`src/rtl/ibex_cheri_cap_access_seq.sv`:
```
// ibex_cheri_cap_access_seq: checks each LSU access against the capability checker and runs it on the
// 32-bit data bus. Capability accesses become two word beats. Optional IBEX_CHERI_ACCESS_SEQ_STATS_EN adds counters. Rev 1.0
`default_nettype none

module ibex_cheri_cap_access_seq #(
  parameter int unsigned MaxWaitCycles = 0,
  parameter int unsigned CheriExcWidth = 11  // must match the core package's CheriExcWidth
) (
  input  logic                     clk_i,
  input  logic                     rst_i,
  input  logic                     req_i,
  output logic                     gnt_o,
  input  logic                     we_i,
  input  logic [31:0]              addr_i,
  input  logic [1:0]               type_i,
  input  logic [63:0]              wdata_i,
  input  logic                     wtag_i,
  output logic                     resp_valid_o,
  output logic [63:0]              resp_rdata_o,
  output logic                     resp_rtag_o,
  output logic                     resp_err_o,
  output logic                     resp_misaligned_o,
  output logic [CheriExcWidth-1:0] resp_exc_o,
  output logic [31:0]              chk_addr_o,
  output logic [1:0]               chk_type_o,
  output logic                     chk_we_o,
  input  logic [CheriExcWidth-1:0] chk_exc_i,
  output logic                     data_req_o,
  input  logic                     data_gnt_i,
  output logic [31:0]              data_addr_o,
  output logic                     data_we_o,
  output logic [3:0]               data_be_o,
  output logic [31:0]              data_wdata_o,
  output logic                     data_wtag_o,
  input  logic                     data_rvalid_i,
  input  logic                     data_err_i,
  input  logic [31:0]              data_rdata_i,
  input  logic                     data_rtag_i,
  output logic                     timeout_o
`ifdef IBEX_CHERI_ACCESS_SEQ_STATS_EN
  ,
  output logic [31:0]              stat_access_o,
  output logic [31:0]              stat_fault_o,
  output logic [31:0]              stat_split_o
`endif
);

  typedef enum logic [2:0] {
    IDLE = 3'd0, CHECK = 3'd1, LO_REQ = 3'd2, LO_WAIT = 3'd3,
    HI_REQ = 3'd4, HI_WAIT = 3'd5, RESP = 3'd6
  } state_e;

  state_e                   state_q, state_d;
  logic                     we_q, we_d, wtag_q, wtag_d, tag_lo_q, tag_lo_d, drain_q, drain_d;
  logic [31:0]              addr_q, addr_d;
  logic [1:0]               type_q, type_d;
  logic [63:0]              wdata_q, wdata_d, rdata_q, rdata_d, hold_rdata_q;
  logic                     err_q, err_d, mis_q, mis_d, rtag_q, rtag_d;
  logic                     hold_err_q, hold_mis_q, hold_rtag_q;
  logic [CheriExcWidth-1:0] exc_q, exc_d, hold_exc_q;
  logic                     misaligned, bus_state, wd_hit, is_cap;
  logic [3:0]               be;

  assign is_cap    = (type_q == 2'b11);
  assign bus_state = (state_q == LO_REQ) || (state_q == LO_WAIT) ||
                     (state_q == HI_REQ) || (state_q == HI_WAIT);

  always_comb begin
    misaligned = 1'b0;
    case (type_i)
      2'b11:   misaligned = |addr_i[2:0];
      2'b00:   misaligned = |addr_i[1:0];
      2'b01:   misaligned = addr_i[0];
      default: misaligned = 1'b0;
    endcase
  end

  // Watchdog counts consecutive cycles in one bus state; wd_hit marks its final allowed cycle.
  if (MaxWaitCycles > 0) begin : g_wdog
    logic [31:0] wd_cnt_q;
    always_ff @(posedge clk_i) begin
      if (rst_i || (state_d != state_q) || !bus_state) wd_cnt_q <= 32'd0;
      else                                             wd_cnt_q <= wd_cnt_q + 32'd1;
    end
    assign wd_hit = bus_state && (wd_cnt_q == 32'(MaxWaitCycles - 1));
  end else begin : g_no_wdog
    assign wd_hit = 1'b0;
  end

  always_comb begin
    state_d    = state_q;
    we_d       = we_q;
    addr_d     = addr_q;
    type_d     = type_q;
    wdata_d    = wdata_q;
    wtag_d     = wtag_q;
    tag_lo_d   = tag_lo_q;
    rdata_d    = rdata_q;
    err_d      = err_q;
    mis_d      = mis_q;
    exc_d      = exc_q;
    rtag_d     = rtag_q;
    drain_d    = drain_q & ~data_rvalid_i;
    gnt_o      = 1'b0;
    data_req_o = 1'b0;
    timeout_o  = 1'b0;
    case (state_q)
      IDLE: begin
        gnt_o = ~drain_q;
        if (req_i && !drain_q) begin
          we_d    = we_i;
          addr_d  = addr_i;
          type_d  = type_i;
          wdata_d = wdata_i;
          wtag_d  = wtag_i;
          rdata_d = 64'd0;
          exc_d   = '0;
          rtag_d  = 1'b0;
          err_d   = misaligned;
          mis_d   = misaligned;
          state_d = misaligned ? RESP : CHECK;
        end
      end
      CHECK: begin
        if (|chk_exc_i) begin
          exc_d   = chk_exc_i;
          err_d   = 1'b1;
          state_d = RESP;
        end else begin
          state_d = LO_REQ;
        end
      end
      LO_REQ, HI_REQ: begin
        data_req_o = 1'b1;
        if (data_gnt_i) begin
          state_d = (state_q == LO_REQ) ? LO_WAIT : HI_WAIT;
        end else if (wd_hit) begin
          timeout_o = 1'b1;
          err_d     = 1'b1;
          state_d   = RESP;
        end
      end
      LO_WAIT: begin
        if (data_rvalid_i) begin
          rdata_d[31:0] = data_rdata_i;
          tag_lo_d      = data_rtag_i;
          if (data_err_i) begin
            err_d   = 1'b1;
            state_d = RESP;
          end else begin
            state_d = is_cap ? HI_REQ : RESP;
          end
        end else if (wd_hit) begin
          timeout_o = 1'b1;
          err_d     = 1'b1;
          drain_d   = 1'b1;
          state_d   = RESP;
        end
      end
      HI_WAIT: begin
        if (data_rvalid_i) begin
          rdata_d[63:32] = data_rdata_i;
          rtag_d         = tag_lo_q & data_rtag_i & ~we_q;
          err_d          = err_q | data_err_i;
          state_d        = RESP;
        end else if (wd_hit) begin
          timeout_o = 1'b1;
          err_d     = 1'b1;
          drain_d   = 1'b1;
          state_d   = RESP;
        end
      end
      RESP:    state_d = IDLE;
      default: state_d = IDLE;
    endcase
  end

  always_ff @(posedge clk_i) begin
    if (rst_i) begin
      state_q      <= IDLE;
      we_q         <= 1'b0;
      addr_q       <= 32'd0;
      type_q       <= 2'b00;
      wdata_q      <= 64'd0;
      wtag_q       <= 1'b0;
      tag_lo_q     <= 1'b0;
      drain_q      <= 1'b0;
      rdata_q      <= 64'd0;
      err_q        <= 1'b0;
      mis_q        <= 1'b0;
      exc_q        <= '0;
      rtag_q       <= 1'b0;
      hold_rdata_q <= 64'd0;
      hold_err_q   <= 1'b0;
      hold_mis_q   <= 1'b0;
      hold_exc_q   <= '0;
      hold_rtag_q  <= 1'b0;
    end else begin
      state_q  <= state_d;
      we_q     <= we_d;
      addr_q   <= addr_d;
      type_q   <= type_d;
      wdata_q  <= wdata_d;
      wtag_q   <= wtag_d;
      tag_lo_q <= tag_lo_d;
      drain_q  <= drain_d;
      rdata_q  <= rdata_d;
      err_q    <= err_d;
      mis_q    <= mis_d;
      exc_q    <= exc_d;
      rtag_q   <= rtag_d;
      if (state_q == RESP) begin
        hold_rdata_q <= rdata_q;
        hold_err_q   <= err_q;
        hold_mis_q   <= mis_q;
        hold_exc_q   <= exc_q;
        hold_rtag_q  <= rtag_q;
      end
    end
  end

  // Working fields change mid-access, so outside RESP the last completed response is shown.
  assign resp_valid_o      = (state_q == RESP);
  assign resp_rdata_o      = resp_valid_o ? rdata_q : hold_rdata_q;
  assign resp_err_o        = resp_valid_o ? err_q   : hold_err_q;
  assign resp_misaligned_o = resp_valid_o ? mis_q   : hold_mis_q;
  assign resp_exc_o        = resp_valid_o ? exc_q   : hold_exc_q;
  assign resp_rtag_o       = resp_valid_o ? rtag_q  : hold_rtag_q;

  assign chk_addr_o = addr_q;
  assign chk_type_o = type_q;
  assign chk_we_o   = we_q;

  always_comb begin
    be = 4'b1111;
    case (type_q)
      2'b10:   be = 4'b0001 << addr_q[1:0];
      2'b01:   be = addr_q[1] ? 4'b1100 : 4'b0011;
      default: be = 4'b1111;
    endcase
  end

  assign data_addr_o  = data_req_o ? ({addr_q[31:2], 2'b00} + ((state_q == HI_REQ) ? 32'd4 : 32'd0))
                                   : 32'd0;
  assign data_we_o    = data_req_o & we_q;
  assign data_be_o    = data_req_o ? be : 4'b0000;
  assign data_wdata_o = (state_q == HI_REQ) ? wdata_q[63:32] :
                        (state_q == LO_REQ) ? wdata_q[31:0]  : 32'd0;
  assign data_wtag_o  = data_req_o & is_cap & wtag_q;

`ifdef IBEX_CHERI_ACCESS_SEQ_STATS_EN
  always_ff @(posedge clk_i) begin
    if (rst_i) begin
      stat_access_o <= 32'd0;
      stat_fault_o  <= 32'd0;
      stat_split_o  <= 32'd0;
    end else begin
      if (state_q == RESP)                            stat_access_o <= stat_access_o + 32'd1;
      if ((state_q == RESP) && err_q)                 stat_fault_o  <= stat_fault_o + 32'd1;
      if ((state_d == HI_REQ) && (state_q != HI_REQ)) stat_split_o  <= stat_split_o + 32'd1;
    end
  end
`endif

endmodule

`default_nettype wire

```
`config.mk`:
```
export PLATFORM = sky130hd
export DESIGN_NAME = ibex_cheri_cap_access_seq
export DESIGN_NICKNAME = d
export VERILOG_FILES = /design/src/rtl/ibex_cheri_cap_access_seq.sv
export SDC_FILE = /design/constraint.sdc
export NUM_CORES = 1
export LEC_CHECK = 0
export BUFFER_PORTS_ARGS = -buffer_cell sky130_fd_sc_hd__clkbuf_2
export CAP_MARGIN = 10
export CORE_MARGIN = 2
export CORE_UTILIZATION = 45
export DETAILED_ROUTE_END_ITERATION = 8
export PLACE_DENSITY = 0.82
export SETUP_SLACK_MARGIN = 0.4
export SLEW_MARGIN = 30
export SYNTH_ARGS = -nofsm -noshare
export SYNTH_HDL_FRONTEND = slang
export SYNTH_SLANG_ARGS = --single-unit
export TNS_END_PERCENT = 20
```
`constraint.sdc`:
```
create_clock -name clk_i -period 2.72 [get_ports clk_i]
set_clock_uncertainty 0.1 [all_clocks]
set_input_delay 0.408 -clock clk_i [delete_from_list [all_inputs] [get_ports clk_i]]
set_output_delay 0.408 -clock clk_i [all_outputs]
set_load 0.02 [all_outputs]
```
* After elaboration in Yosys (flattened, before gate mapping) *
Index checks and enable logic that the tools add are counted.

operators by class
  reduce and logical (&&, ||, !) cells = 19
  shift-type cells = 1
  bitwise operators = 10
  add/sub/neg operators = 1
  muxes and demuxes = 41
  equal/unequal tests = 17

operator list
  kind                  count
  $mux W32              4
  $mux W64              2
  $pmux W32 S2          2
  $mux W11              3
  $add A32 B3 Y32       1
  $mux W3               8
  $pmux W11 S2          1
  $pmux W3 S5           1
  $mux W1               12
  $ne A2 B2 Y1 const B  6
  $reduce_or A11 Y1     1
  $eq A3 B3 Y1 const B  3
  $reduce_and A3 Y1     3
  $mux W4               2
  $pmux W4 S2           1
  $and A1 B1 Y1         6
  $eq A2 B2 Y1 const B  3
  $eq A3 B2 Y1 const B  2
  $reduce_and A6 Y1     1
  $reduce_bool A2 Y1    3
  $eq A2 B1 Y1 const B  2
  $mux W2               2
  $pmux W1 S4           1
  $reduce_and A2 Y1     2
  14 further kinds      17

storage, ports and cells
  output and inout port bits = 187
  logic and storage cells = 108
  register bits after elaboration = 261
  input bits = 150

* Logic depth before layout (Yosys ltp) *
  word-level depth = 5
  gate-level depth with buffers = 7
  gate-level depth less buffers = 6

* Worst setup path before layout *
No wires, ideal clock.

  path kind = register to output
  from = reg state_q[0]
  to = out data_addr_o[27]
  stages on the path, launching flop included = 7
  data required time = 2.212 ns
  arrival = 2.042 ns
  path buffers = 1
  setup slack = 0.170 ns
  path through = dfxtp_1 -> buf_2 -> or3b_4 -> nor4_4 -> nand3_1 -> or4_1 -> a21oi_1

on the way
  longest elaborated chain between the ends = 4
  elaborated cells between the ends (all ways) = 7
  those cells by class = add/sub (1); eq/ne (2); mux (3); reduce/logical (1)

RTL lines
  element                                              RTL line  source
  start, declared                                      53        state_e state_q, state_d;
  start signal, assigned                               199       state_q <= state_d;
  $eq A3 B3 Y1 / $eq A3 B2 Y1 (equally long branches)  107, 243
  $mux W3 / $reduce_or A2 Y1 (equally long branches)   243, 107
  $add A32 B3 Y32 / $mux W1 (equally long branches)    243, 107
  $mux W32 *                                           243       assign data_addr_o = data_req_o ? ({addr_q[31:2], 2'b00} + ((state_q == HI_REQ) ? 32'd4 : 32'd0))
  end, declared                                        30        output logic [31:0] data_addr_o,

Every way passes the cells marked *; elsewhere a longest branch is shown, timed or not.

* Worst setup path in the final report *
  from = reg state_q[1]
  to = out data_addr_o[20]

The elaborated chain is that of the path after synthesis.

==> metrics.yaml <==
floorplanning:
  start_util_pct: 45.6
  core-area_um2: 23300
  ios: 337
  die_width_um: 158
  fp.dieH_um: 158
  placementRows: 56
  dieArea_um2: 24900
layout:
  drive_above_1_share_pct: 34.1
  area_growth_pct: 38.2
  fin_cells: 1916
  antenna_cells: 0
  final_util_pct: 63.0
  nNetsFinal: 1730
sta:
  slew_viol_final: 0
  fin_crit_sh_pct: 109
  relSlewSlack_pct: 46.9
  worst_pin_slew_ns: 0.797
  final-hold-violation-count: 0
  max_freq_mhz: 337
  period_minus_slack_ns: 2.97
  setup_viol: 23
  rsz0062_at_grt: "true"
  setup_ws_ns: -0.250
power_and_ir_drop:
  p_leak_nw: 6.46
  power_density_nw_per_um2: 848
  ir_drop_uv: 490
global_routing:
  gr-usage-all-layers_pct: 25.4
  grt_overflow: 0
  antenna_found_initial: 1
  grt_pass1_vias: 9987
  grt_pass1_wl_um: 50900
  grt_max_degree: 102
clock_network:
  root_buffer: "clkbuf_16"
  htreeDepth: 1
  numCtsBuffers: 26
  clock_latency_ns: 0.53
  cts.sinks: 261
  clockBufferDepth: 3
  cts_tree: "yes"
  clkTransAtPathRegs_ns: 0.07
logic_synthesis:
  ys_types: 51
  yosys.area.top_type_share_pct: 49.1
  syn_area_um2: 10600
  ys_seq_area_share_pct: 49.1
  async_flop_share_pct: 0
  synthCells: 1202
  synth_commonest_cells: "dfxtp_1, nand2_1, a21oi_1"
  synth_most_common_cell: "dfxtp_1"
  yosys.area.top_type: "dfxtp_1"
  syn_avg_cell_area_um2: 8.85
  synth-seq-cells: 261
  synth_edf_count: 0
  yosys_most_used_dff: "dfxtp_1"
  synthTopCellsByArea: "dfxtp_1, mux2_2, nand2_1, a21oi_1, and2_1"
  yosys_warnings: 0
run_status:
  violations: "setup timing"
  status: "finished with violations"
worst_setup_path:
  startpoint: "state_q[1]$_SDFFE_PP0P_"
  cp.arrival_ns: 2.46
  cp-end-kind: "output port"
  crit_required_ns: 2.21
  start_kind: "flop"
  crit_fanout: 6
  crit_type: "reg -> out"
  worstReg2RegStart: "state_q[0]$_SDFFE_PP0P_"
routing:
  drt-total-wl_um: 34900
  wire_per_inst_um: 18.2
  final_antenna_net_count: 0
  drt_first_pass_iters: 6
  vias_per_cell: 5.54
  drt_iter0_drc: 1034
  drc: 0
  vias: 10600
worst_hold_path:
  min_path_type: "in -> reg"
  hp-start: "wdata_i[37]"
flow_run:
  maxCapViolations: 0
place:
  io_buffers: 333
  dp_hpwl_um: 21000
  routabilityCongestion: 0.843
  dp.cells: 1790
==> layer usage <==
metal / track usage [%] / up-vias / wire (um) / part of all wire (%)
met2: 43.0 / 566 / 16900 / 48
met3: 7.17 / 131 / 3230 / 9.2
li1: - / 4848 / - / -
met1: 29.3 / 5059 / 13000 / 37
met5: 0 / - / 12 / 0.034
met4: 13.0 / 2 / 1740 / 5.0
==> report_power, final <==
group | leakage, nW | switching (mW) | internal, mW | total [mW]
combinational | 3.91 | 2.56 | 1.56 | 4.12
clock | 0.434 | 1.50 | 2.20 | 3.70
sequential | 2.12 | 0.386 | 4.26 | 4.65
total | 6.46 | 4.45 | 8.02 | 12.5
==> through the flow <==
step	instance area (um^2)	power (mW)	setup slack [ns]	hold WS (ns)	TNS (ns)
after floorplan	10700	6.93	0.316	0.329	0
after global placement	12700	8.11	0.356	0.338	0
after detailed placement	12700	8.18	0.313	0.347	0
after CTS	14400	12.2	-0.199	0.00106	-2.29
after global routing	14700	13.0	-0.318	0.00891	-7.15
final	14700	12.5	-0.250	0.0122	-3.95
==> cells in the final DEF, fill, tap and decap left out, types with 4 or more instances in the layout <==
master and instances:
dfxtp_1 254, buf_12 10, buf_6 10, clkbuf_2 277, buf_2 26, o21ai_0 8
clkbuf_8 8, nor2_2 9, buf_4 47, nand4_1 13, dfxtp_2 6, a22oi_1 64
clkbuf_16 29, a21oi_1 111, xor2_1 18, clkbuf_1 6, buf_16 5, dlygate4sd3_1 54
clkinv_2 4, mux2_2 77, nor2_1 101, nor4_1 6, a21o_1 4, nand2b_1 4
and2_1 81, nand3_1 16, nand2_1 218, inv_1 8, a22o_1 42
==> layout make-up <==
cell class	count	area, um^2
Clock buffer	40	795
Clock inverter	8	95.1
Fill cell	1830	8640
Inverter	11	51.3
Multi-Input combinational cell	839	5130
Sequential cell	261	5240
Tap cell	319	399
Timing Repair Buffer	438	2990
==> final timing paths <==
path / cells past startpoint / endpoint / slack (ns)
setup / recovery: 9 / data_addr_o[20] / -0.25
hold / removal: 3 / wdata_q[37]$_SDFFE_PP0P_ / 0.01
setup reg to reg: 8 / chk_addr_o[22]$_SDFFE_PP0P_ / 0.49
hold reg to reg: 2 / wdata_q[10]$_SDFFE_PP0P_ / 0.35
==> cells by family after synthesis <==
group,after synthesis,share of synthesized area [%]
multiplexers,79,8.35
buffers and inverters,104,4.04
flip-flops,261,49.1
other,1,0.0353
AO/OA/AOI/OAI,253,15.6
XOR/XNOR,21,1.73
AND/OR/NAND/NOR,480,20.8
adder cells (fa/ha/maj),3,0.353
==> critical path: stages, from the launching register on <==
cell and delay [ns]:
dfxtp_2 0.34, buf_12 0.12, nand4b_1 0.25, nor4_4 0.44
buf_6 0.18, buf_4 0.13, nand2_1 0.06, xor2_1 0.14
nor2_1 0.11, buf_4 0.16
==> timing repair <==
item / in CTS / in global routing
gates cloned: 4 / 2
buffers inserted: 6 / 12
hold buffers: 54 / 0
pin swaps: 1 / 13
gates resized for setup: 32 / 105
endpoints found under the hold margin: 54 / 0
endpoints found under the setup margin: 148 / 151
==> sequential cells by signal, indices dropped and copies added, names as in the netlist <==
register	cells
tag_lo_q	1
hold_exc_q	11
err_q	1
rdata_q	64
hold_rtag_q	1
hold_mis_q	1
chk_addr_o	32
wtag_q	1
rtag_q	1
mis_q	1
chk_type_o	2
wdata_q	64
exc_q	11
hold_rdata_q	64
hold_err_q	1
drain_q	1
state_q	3
chk_we_o	1
Note: power is estimated with default switching activity, not from simulation.
